$ cat config.mk
export PLATFORM = sky130hd
export DESIGN_NAME = sha3_miner_csr_flat
export DESIGN_NICKNAME = d
export VERILOG_FILES = /design/src/rtl/sha3_miner_csr_pkg.sv /design/src/rtl/sha3_miner_csr_if.sv /design/src/rtl/sha3_miner_csr_seq.sv /design/src/rtl/sha3_miner_csr.sv /design/src/flat_wrapper.sv
export SDC_FILE = /design/constraint.sdc
export NUM_CORES = 2
export LEC_CHECK = 0
export ABC_AREA = 1
export CAP_MARGIN = 5
export CORE_AREA = 2 2 284 286
export DETAILED_ROUTE_END_ITERATION = 8
export DIE_AREA = 0 0 286 288
export PLACE_DENSITY_LB_ADDON = 0.05
export SYNTH_ARGS = -nofsm -noshare
export SYNTH_HDL_FRONTEND = slang
export SYNTH_SLANG_ARGS = --single-unit
$ cat constraint.sdc
create_clock -name clk -period 3.82 [get_ports clk]
set_input_delay 0.382 -clock clk [delete_from_list [all_inputs] [get_ports clk]]
set_output_delay 0.382 -clock clk [all_outputs]
set_load 0.02 [all_outputs]
$ cat src/rtl/sha3_miner_csr_pkg.sv
// miner_csr_pkg: register map, FSM encoding and bit positions for the mining CSR block.
// No ports; imported by the interface, sequencer and top.
package miner_csr_pkg;
    localparam logic [4:0] A_DIFF = 5'h08;
    localparam logic [4:0] A_NLO  = 5'h10;
    localparam logic [4:0] A_NHI  = 5'h11;
    localparam logic [4:0] A_CFG  = 5'h12;
    localparam logic [4:0] A_CMD  = 5'h13;
    localparam logic [4:0] A_STAT = 5'h14;
    localparam logic [4:0] A_SLO  = 5'h15;
    localparam logic [4:0] A_SHI  = 5'h16;
    localparam logic [4:0] A_IRQ  = 5'h17;

    typedef enum logic [1:0] {S_IDLE = 2'd0, S_FLUSH = 2'd1, S_RUN = 2'd2, S_DONE = 2'd3} state_t;

    localparam int CMD_START  = 0;
    localparam int CMD_STOP   = 1;
    localparam int CMD_HALT   = 2;
    localparam int CFG_PADL   = 0;
    localparam int CFG_PADF   = 8;
    localparam int CFG_TEST   = 16;
    localparam int STAT_MS    = 0;
    localparam int STAT_STATE = 8;
    localparam int STAT_ERR   = 10;
    localparam int STAT_PEND  = 11;
    localparam int IRQ_PEND   = 0;
    localparam int IRQ_EN     = 1;
    localparam int CTL_RUN    = 0;
    localparam int CTL_TEST   = 1;
    localparam int CTL_HALT   = 2;
    localparam int CTL_PADL   = 3;
    localparam int CTL_PADF   = 11;
endpackage

$ cat src/rtl/sha3_miner_csr_if.sv
// sha3_miner_csr_if: Avalon-MM slave bus from the HPS lightweight bridge.
// address/write/writedata/read driven by the master; readdata returned by the slave (latency 1).
interface sha3_miner_csr_if;
    logic [4:0]  address;
    logic        write;
    logic [31:0] writedata;
    logic        read;
    logic [31:0] readdata;
    modport master (output address, write, writedata, read, input readdata);
    modport slave  (input address, write, writedata, read, output readdata);
endinterface

$ cat src/rtl/sha3_miner_csr_seq.sv
// miner_csr_seq: job sequencer -- IDLE/FLUSH/RUN/DONE FSM, flush counter, miner_irq edge detect.
// In: start_i/stop_i/halt_i command strobes, miner_irq_i level from the engine.
// Out: state_o, run_o, halt_o for the control word; capture_o (latch solution, set pending);
//      start_acc_o (a START was accepted, clears job_err).
module miner_csr_seq
    import miner_csr_pkg::*;
#(
    parameter int FLUSH_CYCLES = 4
) (
    input  logic   clk,
    input  logic   rst_n,
    input  logic   start_i,
    input  logic   stop_i,
    input  logic   halt_i,
    input  logic   miner_irq_i,
    output state_t state_o,
    output logic   run_o,
    output logic   halt_o,
    output logic   capture_o,
    output logic   start_acc_o
);
    localparam int CW = $clog2(FLUSH_CYCLES);

    state_t        state_q, state_d;
    logic [CW-1:0] cnt_q, cnt_d;
    logic          halt_q, halt_d, irq_prev_q, rise;

    assign rise    = miner_irq_i & ~irq_prev_q;
    assign state_o = state_q;
    assign run_o   = (state_q == S_RUN) || (state_q == S_DONE);
    assign halt_o  = halt_q;

    always_comb begin
        state_d     = state_q;
        cnt_d       = cnt_q;
        halt_d      = halt_q;
        capture_o   = 1'b0;
        start_acc_o = 1'b0;
        case (state_q)
            S_IDLE, S_DONE: if (start_i) begin
                state_d     = S_FLUSH;
                cnt_d       = CW'(FLUSH_CYCLES - 1);
                halt_d      = 1'b0;
                start_acc_o = 1'b1;
            end
            S_FLUSH: begin
                cnt_d   = cnt_q - CW'(1);
                state_d = (cnt_q == '0) ? S_RUN : S_FLUSH;
            end
            S_RUN: begin
                halt_d = halt_q | halt_i;
                // Halt stays asserted through DONE so the engine holds its result.
                if (rise) begin
                    state_d   = S_DONE;
                    halt_d    = 1'b1;
                    capture_o = 1'b1;
                end
            end
            default: ;
        endcase
        // STOP overrides everything, including a simultaneous START or completion.
        if (stop_i) begin
            state_d     = S_IDLE;
            halt_d      = 1'b0;
            capture_o   = 1'b0;
            start_acc_o = 1'b0;
        end
    end

    always_ff @(posedge clk) begin
        if (!rst_n) begin
            state_q    <= S_IDLE;
            cnt_q      <= '0;
            halt_q     <= 1'b0;
            irq_prev_q <= 1'b0;
        end else begin
            state_q    <= state_d;
            cnt_q      <= cnt_d;
            halt_q     <= halt_d;
            irq_prev_q <= miner_irq_i;
        end
    end
endmodule

$ cat src/rtl/sha3_miner_csr.sv
// sha3_miner_csr: host CSR front end for the SHA3-256 miner (register file, read mux, IRQ).
// avs: Avalon-MM slave bus. header/difficulty/start_nonce/control: job to the engine.
// miner_solution/miner_status/miner_irq: engine results. irq: pending & irq_en to the GIC.
module sha3_miner_csr
    import miner_csr_pkg::*;
#(
    parameter int FLUSH_CYCLES = 4
) (
    input  logic                   clk,
    input  logic                   rst_n,
    sha3_miner_csr_if.slave        avs,
    output logic [255:0]           header,
    output logic [255:0]           difficulty,
    output logic [63:0]            start_nonce,
    output logic [18:0]            control,
    input  logic [63:0]            miner_solution,
    input  logic [6:0]             miner_status,
    input  logic                   miner_irq,
    output logic                   irq
);
    logic [255:0] hdr_q, diff_q;
    logic [63:0]  nonce_q, sol_q;
    logic [16:0]  cfg_q;
    logic [31:0]  rdata_q, rdata_d;
    logic         job_err_q, pending_q, irq_en_q, irq_q;
    logic         run, halt, capture, start_acc, busy, cfg_wr, cmd_wr, irq_wr;
    state_t       state;

    assign busy   = (state == S_FLUSH) || (state == S_RUN);
    assign cfg_wr = avs.write && (avs.address <= A_CFG);
    assign cmd_wr = avs.write && (avs.address == A_CMD);
    assign irq_wr = avs.write && (avs.address == A_IRQ);

    miner_csr_seq #(.FLUSH_CYCLES(FLUSH_CYCLES)) u_seq (
        .clk         (clk),
        .rst_n       (rst_n),
        .start_i     (cmd_wr && avs.writedata[CMD_START]),
        .stop_i      (cmd_wr && avs.writedata[CMD_STOP]),
        .halt_i      (cmd_wr && avs.writedata[CMD_HALT]),
        .miner_irq_i (miner_irq),
        .state_o     (state),
        .run_o       (run),
        .halt_o      (halt),
        .capture_o   (capture),
        .start_acc_o (start_acc)
    );

    always_comb begin
        control                = '0;
        control[CTL_PADF +: 8] = cfg_q[CFG_PADF +: 8];
        control[CTL_PADL +: 8] = cfg_q[CFG_PADL +: 8];
        control[CTL_HALT]      = halt;
        control[CTL_TEST]      = cfg_q[CFG_TEST];
        control[CTL_RUN]       = run;
    end

    always_comb begin
        rdata_d = '0;
        if (avs.address < A_DIFF)
            rdata_d = hdr_q[{avs.address[2:0], 5'd0} +: 32];
        else if (avs.address < A_NLO)
            rdata_d = diff_q[{avs.address[2:0], 5'd0} +: 32];
        else
            case (avs.address)
                A_NLO:   rdata_d = nonce_q[31:0];
                A_NHI:   rdata_d = nonce_q[63:32];
                A_CFG:   rdata_d = {15'd0, cfg_q};
                A_STAT: begin
                    rdata_d[STAT_MS +: 7]    = miner_status;
                    rdata_d[STAT_STATE +: 2] = state;
                    rdata_d[STAT_ERR]        = job_err_q;
                    rdata_d[STAT_PEND]       = pending_q;
                end
                A_SLO:   rdata_d = sol_q[31:0];
                A_SHI:   rdata_d = sol_q[63:32];
                A_IRQ: begin
                    rdata_d[IRQ_PEND] = pending_q;
                    rdata_d[IRQ_EN]   = irq_en_q;
                end
                default: rdata_d = '0;
            endcase
    end

    always_ff @(posedge clk) begin
        if (!rst_n) begin
            hdr_q     <= '0;
            diff_q    <= '0;
            nonce_q   <= '0;
            cfg_q     <= '0;
            sol_q     <= '0;
            job_err_q <= 1'b0;
            pending_q <= 1'b0;
            irq_en_q  <= 1'b0;
            irq_q     <= 1'b0;
            rdata_q   <= '0;
        end else begin
            // Job parameters are frozen while the engine is flushing or running.
            if (cfg_wr && !busy) begin
                if (avs.address < A_DIFF)
                    hdr_q[{avs.address[2:0], 5'd0} +: 32] <= avs.writedata;
                else if (avs.address < A_NLO)
                    diff_q[{avs.address[2:0], 5'd0} +: 32] <= avs.writedata;
                else if (avs.address == A_NLO)
                    nonce_q[31:0] <= avs.writedata;
                else if (avs.address == A_NHI)
                    nonce_q[63:32] <= avs.writedata;
                else
                    cfg_q <= avs.writedata[16:0];
            end
            job_err_q <= start_acc ? 1'b0 : (job_err_q | (cfg_wr && busy));
            if (capture)
                sol_q <= miner_solution;
            // A capture in the same cycle as a W1C leaves pending set.
            pending_q <= capture | (pending_q & ~(irq_wr & avs.writedata[IRQ_PEND]));
            if (irq_wr)
                irq_en_q <= avs.writedata[IRQ_EN];
            irq_q <= pending_q & irq_en_q;
            if (avs.read)
                rdata_q <= rdata_d;
        end
    end

    assign header       = hdr_q;
    assign difficulty   = diff_q;
    assign start_nonce  = nonce_q;
    assign irq          = irq_q;
    assign avs.readdata = rdata_q;
endmodule
$ cat src/flat_wrapper.sv
// flat-port wrapper written by rule: the top's interface ports become plain ports
module sha3_miner_csr_flat import miner_csr_pkg::*;
#(
    parameter int FLUSH_CYCLES = 4
)
  (clk, rst_n, header, difficulty, start_nonce, control, miner_solution, miner_status, miner_irq, irq, avs_address, avs_write, avs_writedata, avs_read, avs_readdata);
  sha3_miner_csr_if avs_i ();
  input  logic clk;
  input  logic rst_n;
  output logic [255:0] header;
  output logic [255:0] difficulty;
  output logic [63:0] start_nonce;
  output logic [18:0] control;
  input  logic [63:0] miner_solution;
  input  logic [6:0] miner_status;
  input  logic miner_irq;
  output logic irq;
  input wire logic [$bits(avs_i.address)-1:0] avs_address;
  input wire logic [$bits(avs_i.write)-1:0] avs_write;
  input wire logic [$bits(avs_i.writedata)-1:0] avs_writedata;
  input wire logic [$bits(avs_i.read)-1:0] avs_read;
  output wire logic [$bits(avs_i.readdata)-1:0] avs_readdata;
  assign avs_i.address = avs_address;
  assign avs_i.write = avs_write;
  assign avs_i.writedata = avs_writedata;
  assign avs_i.read = avs_read;
  assign avs_readdata = avs_i.readdata;
  sha3_miner_csr #(.FLUSH_CYCLES(FLUSH_CYCLES)) u_core (.clk(clk), .rst_n(rst_n), .avs(avs_i), .header(header), .difficulty(difficulty), .start_nonce(start_nonce), .control(control), .miner_solution(miner_solution), .miner_status(miner_status), .miner_irq(miner_irq), .irq(irq));
endmodule
After elaboration in Yosys (flattened, before gate mapping)
Index checks and enable logic that the tools add are counted.
- register bits: 699
- bits in latches: 0
- bits in writable memories: 0
- ROM bits: 0
- input bits: 113
- output and inout port bits: 628
- logic and storage cells: 101
- memories kept: 0
- add/subtract/negate cells: 2
- $mul: 0
- div/mod/pow operators: 0
- $lt $le $gt $ge: 3
- equal/unequal tests: 13
- shifts and indexed selects: 4
- multiplexer cells: 24
- bitwise operators: 14
- reductions and logical operators: 26
- operators with widths (cell ; number):
    256-bit bitwise mux ; 2
    256-bit by 9-bit indexed part select with 32-bit output ; 2
    32-bit by 10-bit variable shift with 256-bit output (first input constant) ; 1
    32-bit by 10-bit indexed part select with 256-bit output ; 1
    20-bit one-hot mux with 5 select lines ; 1
    32-bit 2-to-1 mux ; 2
    5-bit equality test (second input constant) ; 8
    5-bit one-hot mux with 6 select lines ; 1
    4-bit one-hot mux with 6 select lines ; 1
    2-bit one-hot mux with 7 select lines ; 1
    8-bit negation with 10-bit output ; 1
    5-bit AND reduction ; 2
    1-bit logical AND ; 8
    1-bit 2-to-1 mux ; 8
    2-bit 2-to-1 mux ; 4
    2-bit AND reduction ; 4
    1-bit inverter ; 7
    2-bit one-hot mux with 3 select lines ; 1
    2-bit OR reduction ; 3
    5-bit <= comparator (second input constant) ; 1
    5-bit by 4-bit less-than comparator with 1-bit output (second input constant) ; 1
    5-bit less-than comparator (second input constant) ; 1
    1-bit one-hot mux with 5 select lines ; 1
    1-bit AND ; 4
    13 further kinds ; 20

Logic depth before layout (Yosys ltp)
- word-level depth: 7
- mapped depth: 14

Cells and area by module
A second synthesis with hierarchy kept.
- cells, all modules: 5172
- area, all modules: 32532.5 µm²
- by module, submodules not included (module ; times used ; cells each ; area an instance (µm²) ; seq. area each (µm²)):
    sha3_miner_csr ; 1 ; 5116 ; 32152.1 ; 13873.3
    miner_csr_seq ; 1 ; 56 ; 380.4 ; 120.1

Least setup slack after synthesis
OpenSTA, ideal clock, no wires.
- path type: input to register
- start point: in avs_address[0]
- end point: reg u_core.hdr_q[219], in the netlist u_core.header[219]
- library setup time: 120 ps
- arrival: 2382 ps
- slack: 1318 ps
- stages: 13
- buffers on the path: 4
- cells stage by stage: inv_2 clkbuf_1 buf_2 ha_1 ha_1 inv_1 nand2_1 nor2_1 inv_2 nor2_1 buf_2 buf_4 a21oi_1
- longest elaborated chain between the ends: 4
- elaborated cells between the ends (all ways): 9
- classes of those cells: add/sub: 1; order compare: 2; shift: 2; mux: 1; reduce/logical: 3
- ends and longest elaborated chain (item ; RTL line ; source):
    start: declaration ; flat_wrapper.sv:18 ; input wire logic [$bits(avs_i.address)-1:0] avs_address;
    branches (longest 4 deep; another with 8-bit negation with 10-bit output) ; - ;
    end signal: indexed assignment ; sha3_miner_csr.sv:100 ; hdr_q[{avs.address[2:0], 5'd0} +: 32] <= avs.writedata;
    end: declaration ; sha3_miner_csr.sv:21 ; logic [255:0] hdr_q, diff_q;
Parallel ways; which one is timed is not known.
A chain may end at the register's enable or synchronous reset.

Worst setup path in the final report
- start point: reg u_core.u_seq.state_q[0], in the netlist u_core.u_seq.state_o[0]
- end point: reg u_core.hdr_q[130], in the netlist u_core.header[130]
- longest elaborated chain between the ends: 5
- elaborated cells between the ends (all ways): 6
- classes of those cells: eq/ne: 2; reduce/logical: 4
- ends and longest elaborated chain (item ; RTL line ; source):
    start: declaration ; sha3_miner_csr_seq.sv:24 ; state_t state_q, state_d;
    start signal: assignment ; sha3_miner_csr_seq.sv:77 ; state_q <= state_d;
    2-bit by 1-bit equality test with 1-bit output / 2-bit equality test (equally long branches) ; sha3_miner_csr.sv:29 ; assign busy = (state == S_FLUSH) || (state == S_RUN);
    1-bit logical OR * ; sha3_miner_csr.sv:29 ;
    1-bit zero test * ; sha3_miner_csr.sv:98 ; if (cfg_wr && !busy) begin
    1-bit logical AND * ; sha3_miner_csr.sv:98 ;
    2-bit AND reduction (no source line) * ; - ;
Mark *: on every way between the ends. The rest lies on a longest branch, timed or not.

==> impl_metrics.env <==
export IMPL_p_switching_mw=5.00
export IMPL_grt_max_degree=198
export IMPL_yosysTopAreaCellShare_pct=44.3
export IMPL_rr_worst_depth=9
export IMPL_synthTopCellsByArea="dfxtp_1 44%, o21ai_0 10%, nand2_1 9.7%"
export IMPL_drt_wl_total_um=158000
export IMPL_gp_congestion=0.939
export IMPL_synth_cell_type_count=40
export IMPL_die_h_um=288
export IMPL_worst_pin_slew_ps=1120
export IMPL_reg2reg_to="u_core.header[130]"
export IMPL_crit_arrival_ps=3540
export IMPL_synthMostInstantiatedCell="nand2_1"
export IMPL_end_kind="flop"
export IMPL_syn_area_per_cell_um2=6.95
export IMPL_ys_ff_latch=699
export IMPL_first_pass_iters=6
export IMPL_outcome="complete, no violations"
export IMPL_start_util_pct=39.6
export IMPL_yosys_area_top_type="dfxtp_1"
export IMPL_path_cells="inv_1, ha_1, nand4_4, inv_2, nand2_1, buf_4, inv_2, o21ai_0, a21oi_1"
export IMPL_vdd_drop_max_uv=303
export IMPL_whs_endpoint="u_core.header[153]"
export IMPL_grt_pass1_wl_um=222000
export IMPL_drv_cap=0
export IMPL_cp_slowest_stage_delay_ps=710
export IMPL_drt_iter0_markers=3009
export IMPL_place_hpwl_um=119000
export IMPL_dp_cells=6102
export IMPL_synth_common_cells="818 x nand2_1, 702 x nor2_1, 699 x dfxtp_1"
export IMPL_crit_path_frequent_cell="inv_2"
export IMPL_fin_area_um2=42200
export IMPL_worstSetupStartpointType="flop"
export IMPL_clk_insertion_delay_late_ps=630
export IMPL_crit_slowest_cell="inv_2"
export IMPL_skew_ps=20.0
export IMPL_p_seq_share_pct=43.3
export IMPL_maxSlewHeadroom_pct=25.2
export IMPL_grt_overflow=0
export IMPL_vias=33656
export IMPL_setup_viol=0
export IMPL_finalHoldViolCount=0
export IMPL_nFillCells=7969
export IMPL_dieArea_um2=82400
export IMPL_routed_via_density=5.39
export IMPL_syn_nets=4664
export IMPL_synth_enable_flop_cells=0
export IMPL_p_int_mw=12.8
export IMPL_hold_buffers=0
export IMPL_rrSetupSlack_ps=820
export IMPL_io_buffers=740
export IMPL_cp_top_family="buffers and inverters"
export IMPL_clockBufferDepth=3
export IMPL_antenna_found_initial=2
export IMPL_numCtsBuffers=78
export IMPL_p_leak_nw=17.2
export IMPL_ys_seq_area_share_pct=44.3
export IMPL_fin_cells=6243
export IMPL_yosys_warnings=0
export IMPL_hold_path_class="input port to flop"
export IMPL_synth_flop_cell="dfxtp_1"
export IMPL_die_x_um=286
export IMPL_wl_per_cell_um=25.3
export IMPL_row_count=104
export IMPL_hp_start="rst_n"
export IMPL_worst_path_max_fanout=52
export IMPL_holdPathStages=3
export IMPL_rsz0062_at_grt="false"
export IMPL_grt_usage_pct=37.0
export IMPL_root_buffer="clkbuf_16"
export IMPL_max_freq_mhz=333
export IMPL_drive_above_1_share_pct=6.50
export IMPL_finalCritPeriodShare_pct=78.6
export IMPL_coreArea_um2=79600
export IMPL_mappedNetlistArea_um2=31600
export IMPL_period_minus_slack_ps=3000
export IMPL_path_buf_inv=4
export IMPL_drv_slew=0
export IMPL_synthArstFlopShare_pct=0
export IMPL_power_share_clock_pct=43.1
export IMPL_fin_nets=5244
export IMPL_ant_nets=0
export IMPL_ios=741
export IMPL_worstSetupPathType="flop to flop"
export IMPL_post_cts_resized=0
export IMPL_syn_instance_count=4542
export IMPL_cts_sinks=699
export IMPL_postCtsSetupBuffers=0
export IMPL_syn2layout_area_growth_pct=33.8
export IMPL_setup_tns_ps=0
export IMPL_grt_pass1_vias=31632
export IMPL_swShare_pct=28.1
export IMPL_dpl_cell_area_um2=39700
export IMPL_drc=0
export IMPL_combPwrFrac_pct=13.6
export IMPL_cp_required_ps=4360
export IMPL_timing_rr_start="u_core.u_seq.state_o[0]"
export IMPL_cts_max_level=3
export IMPL_cts_reportedPaths_clkPinSlew_ps=60
export IMPL_cts_tree="done"
export IMPL_power_density_nw_per_um2=422
final cells by class:
| type | instances | area, um2 | area share, % |
|---|---|---|---|
| Antenna cell | 2 | 5.00 | 0.0119 |
| Clock buffer | 127 | 2400 | 5.68 |
| Clock inverter | 12 | 158 | 0.373 |
| Inverter | 408 | 1540 | 3.64 |
| Multi-Input combinational cell | 3097 | 14400 | 34.2 |
| Sequential cell | 699 | 14000 | 33.1 |
| Tap cell | 1060 | 1330 | 3.14 |
| Timing Repair Buffer | 838 | 8350 | 19.8 |
routing by layer:
| metal | vias up | wire length, um | global-route usage, % |
|---|---|---|---|
| li1 | 15966 | - | - |
| met1 | 15909 | 58100 | 41.5 |
| met2 | 1423 | 77600 | 64.3 |
| met3 | 358 | 10800 | 6.48 |
| met4 | 0 | 11700 | 24.8 |
| met5 | - | 0 | 0 |
worst max path at each step:
stage / start / cells past startpoint / slack, ps / to
2_1_floorplan: avs_address[0] / 13 / 1320 / u_core.header[219]
3_3_place_gp: avs_address[4] / 9 / 810 / u_core.header[150]
3_5_place_dp: avs_address[4] / 9 / 750 / u_core.header[134]
4_1_cts: u_core.u_seq.state_o[0] / 9 / 860 / u_core.header[141]
5_1_grt: u_core.u_seq.state_o[0] / 9 / 540 / u_core.header[136]
6_report: u_core.u_seq.state_o[0] / 9 / 820 / u_core.header[130]
state kept, by name, summed over array words and instances, names as in the netlist:
name	count
u_core.pending_q	1
u_core.u_seq.state_o	2
u_core.u_seq.irq_prev_q	1
u_core.job_err_q	1
u_core.difficulty	256
u_core.start_nonce	64
u_core.sol_q	64
u_core.irq	1
u_core.u_seq.cnt_q	2
u_core.irq_en_q	1
u_core.cfg_q	17
u_core.u_seq.halt_o	1
u_core.avs.readdata	32
u_core.header	256
through the flow:
stage          total power [mW]  setup slack (ps)  hold WS (ps)  utilization [%]
2_1_floorplan              9.17              1320           412                -
3_3_place_gp               10.2               811           424             49.8
3_5_place_dp               10.3               749           447             49.8
4_1_cts                    17.8               857           229             53.0
5_1_grt                    18.3               543           282             53.0
6_report                   17.8               819           221             53.0
worst min-delay path, cell delays in order:
cell and delay [ps]:
buf_8 220, o21ai_1 150, a21oi_1 40
cell usage in the layout (no fill, tap or decap), types with 19 or more instances in the layout:
cell type	count
nand2_1	814
clkdlybuf4s50_1	735
dfxtp_1	699
nor2_1	695
o21ai_0	640
a21oi_1	447
inv_1	380
o211ai_1	174
nand3_1	105
buf_4	81
clkbuf_16	80
o21ai_1	66
nor2_2	40
clkbuf_1	25
inv_2	24
clkbuf_8	22
nor3_1	20
or2_2	19
logic make-up (layout without fill, tap and decap cells):
group / count (synthesis) / after routing / share of synthesized area, %
compound gates: 1351 / 1351 / 23.0
fa+ha+maj: 9 / 9 / 0.357
buf+inv: 746 / 1385 / 10.0
flops: 699 / 699 / 44.3
other cells: 0 / 2 / 0
simple gates: 1737 / 1737 / 22.2
power by group through the flow:
stage          Sequential (mW)  Combinational, mW  Clock [mW]
2_1_floorplan             7.96               1.21           0
3_3_place_gp              7.86               2.39           0
3_5_place_dp              7.86               2.40           0
4_1_cts                   7.70               2.41        7.74
5_1_grt                   7.72               2.61        8.02
6_report                  7.70               2.43        7.67
No activity file was read; power rests on OpenSTA's default activity.
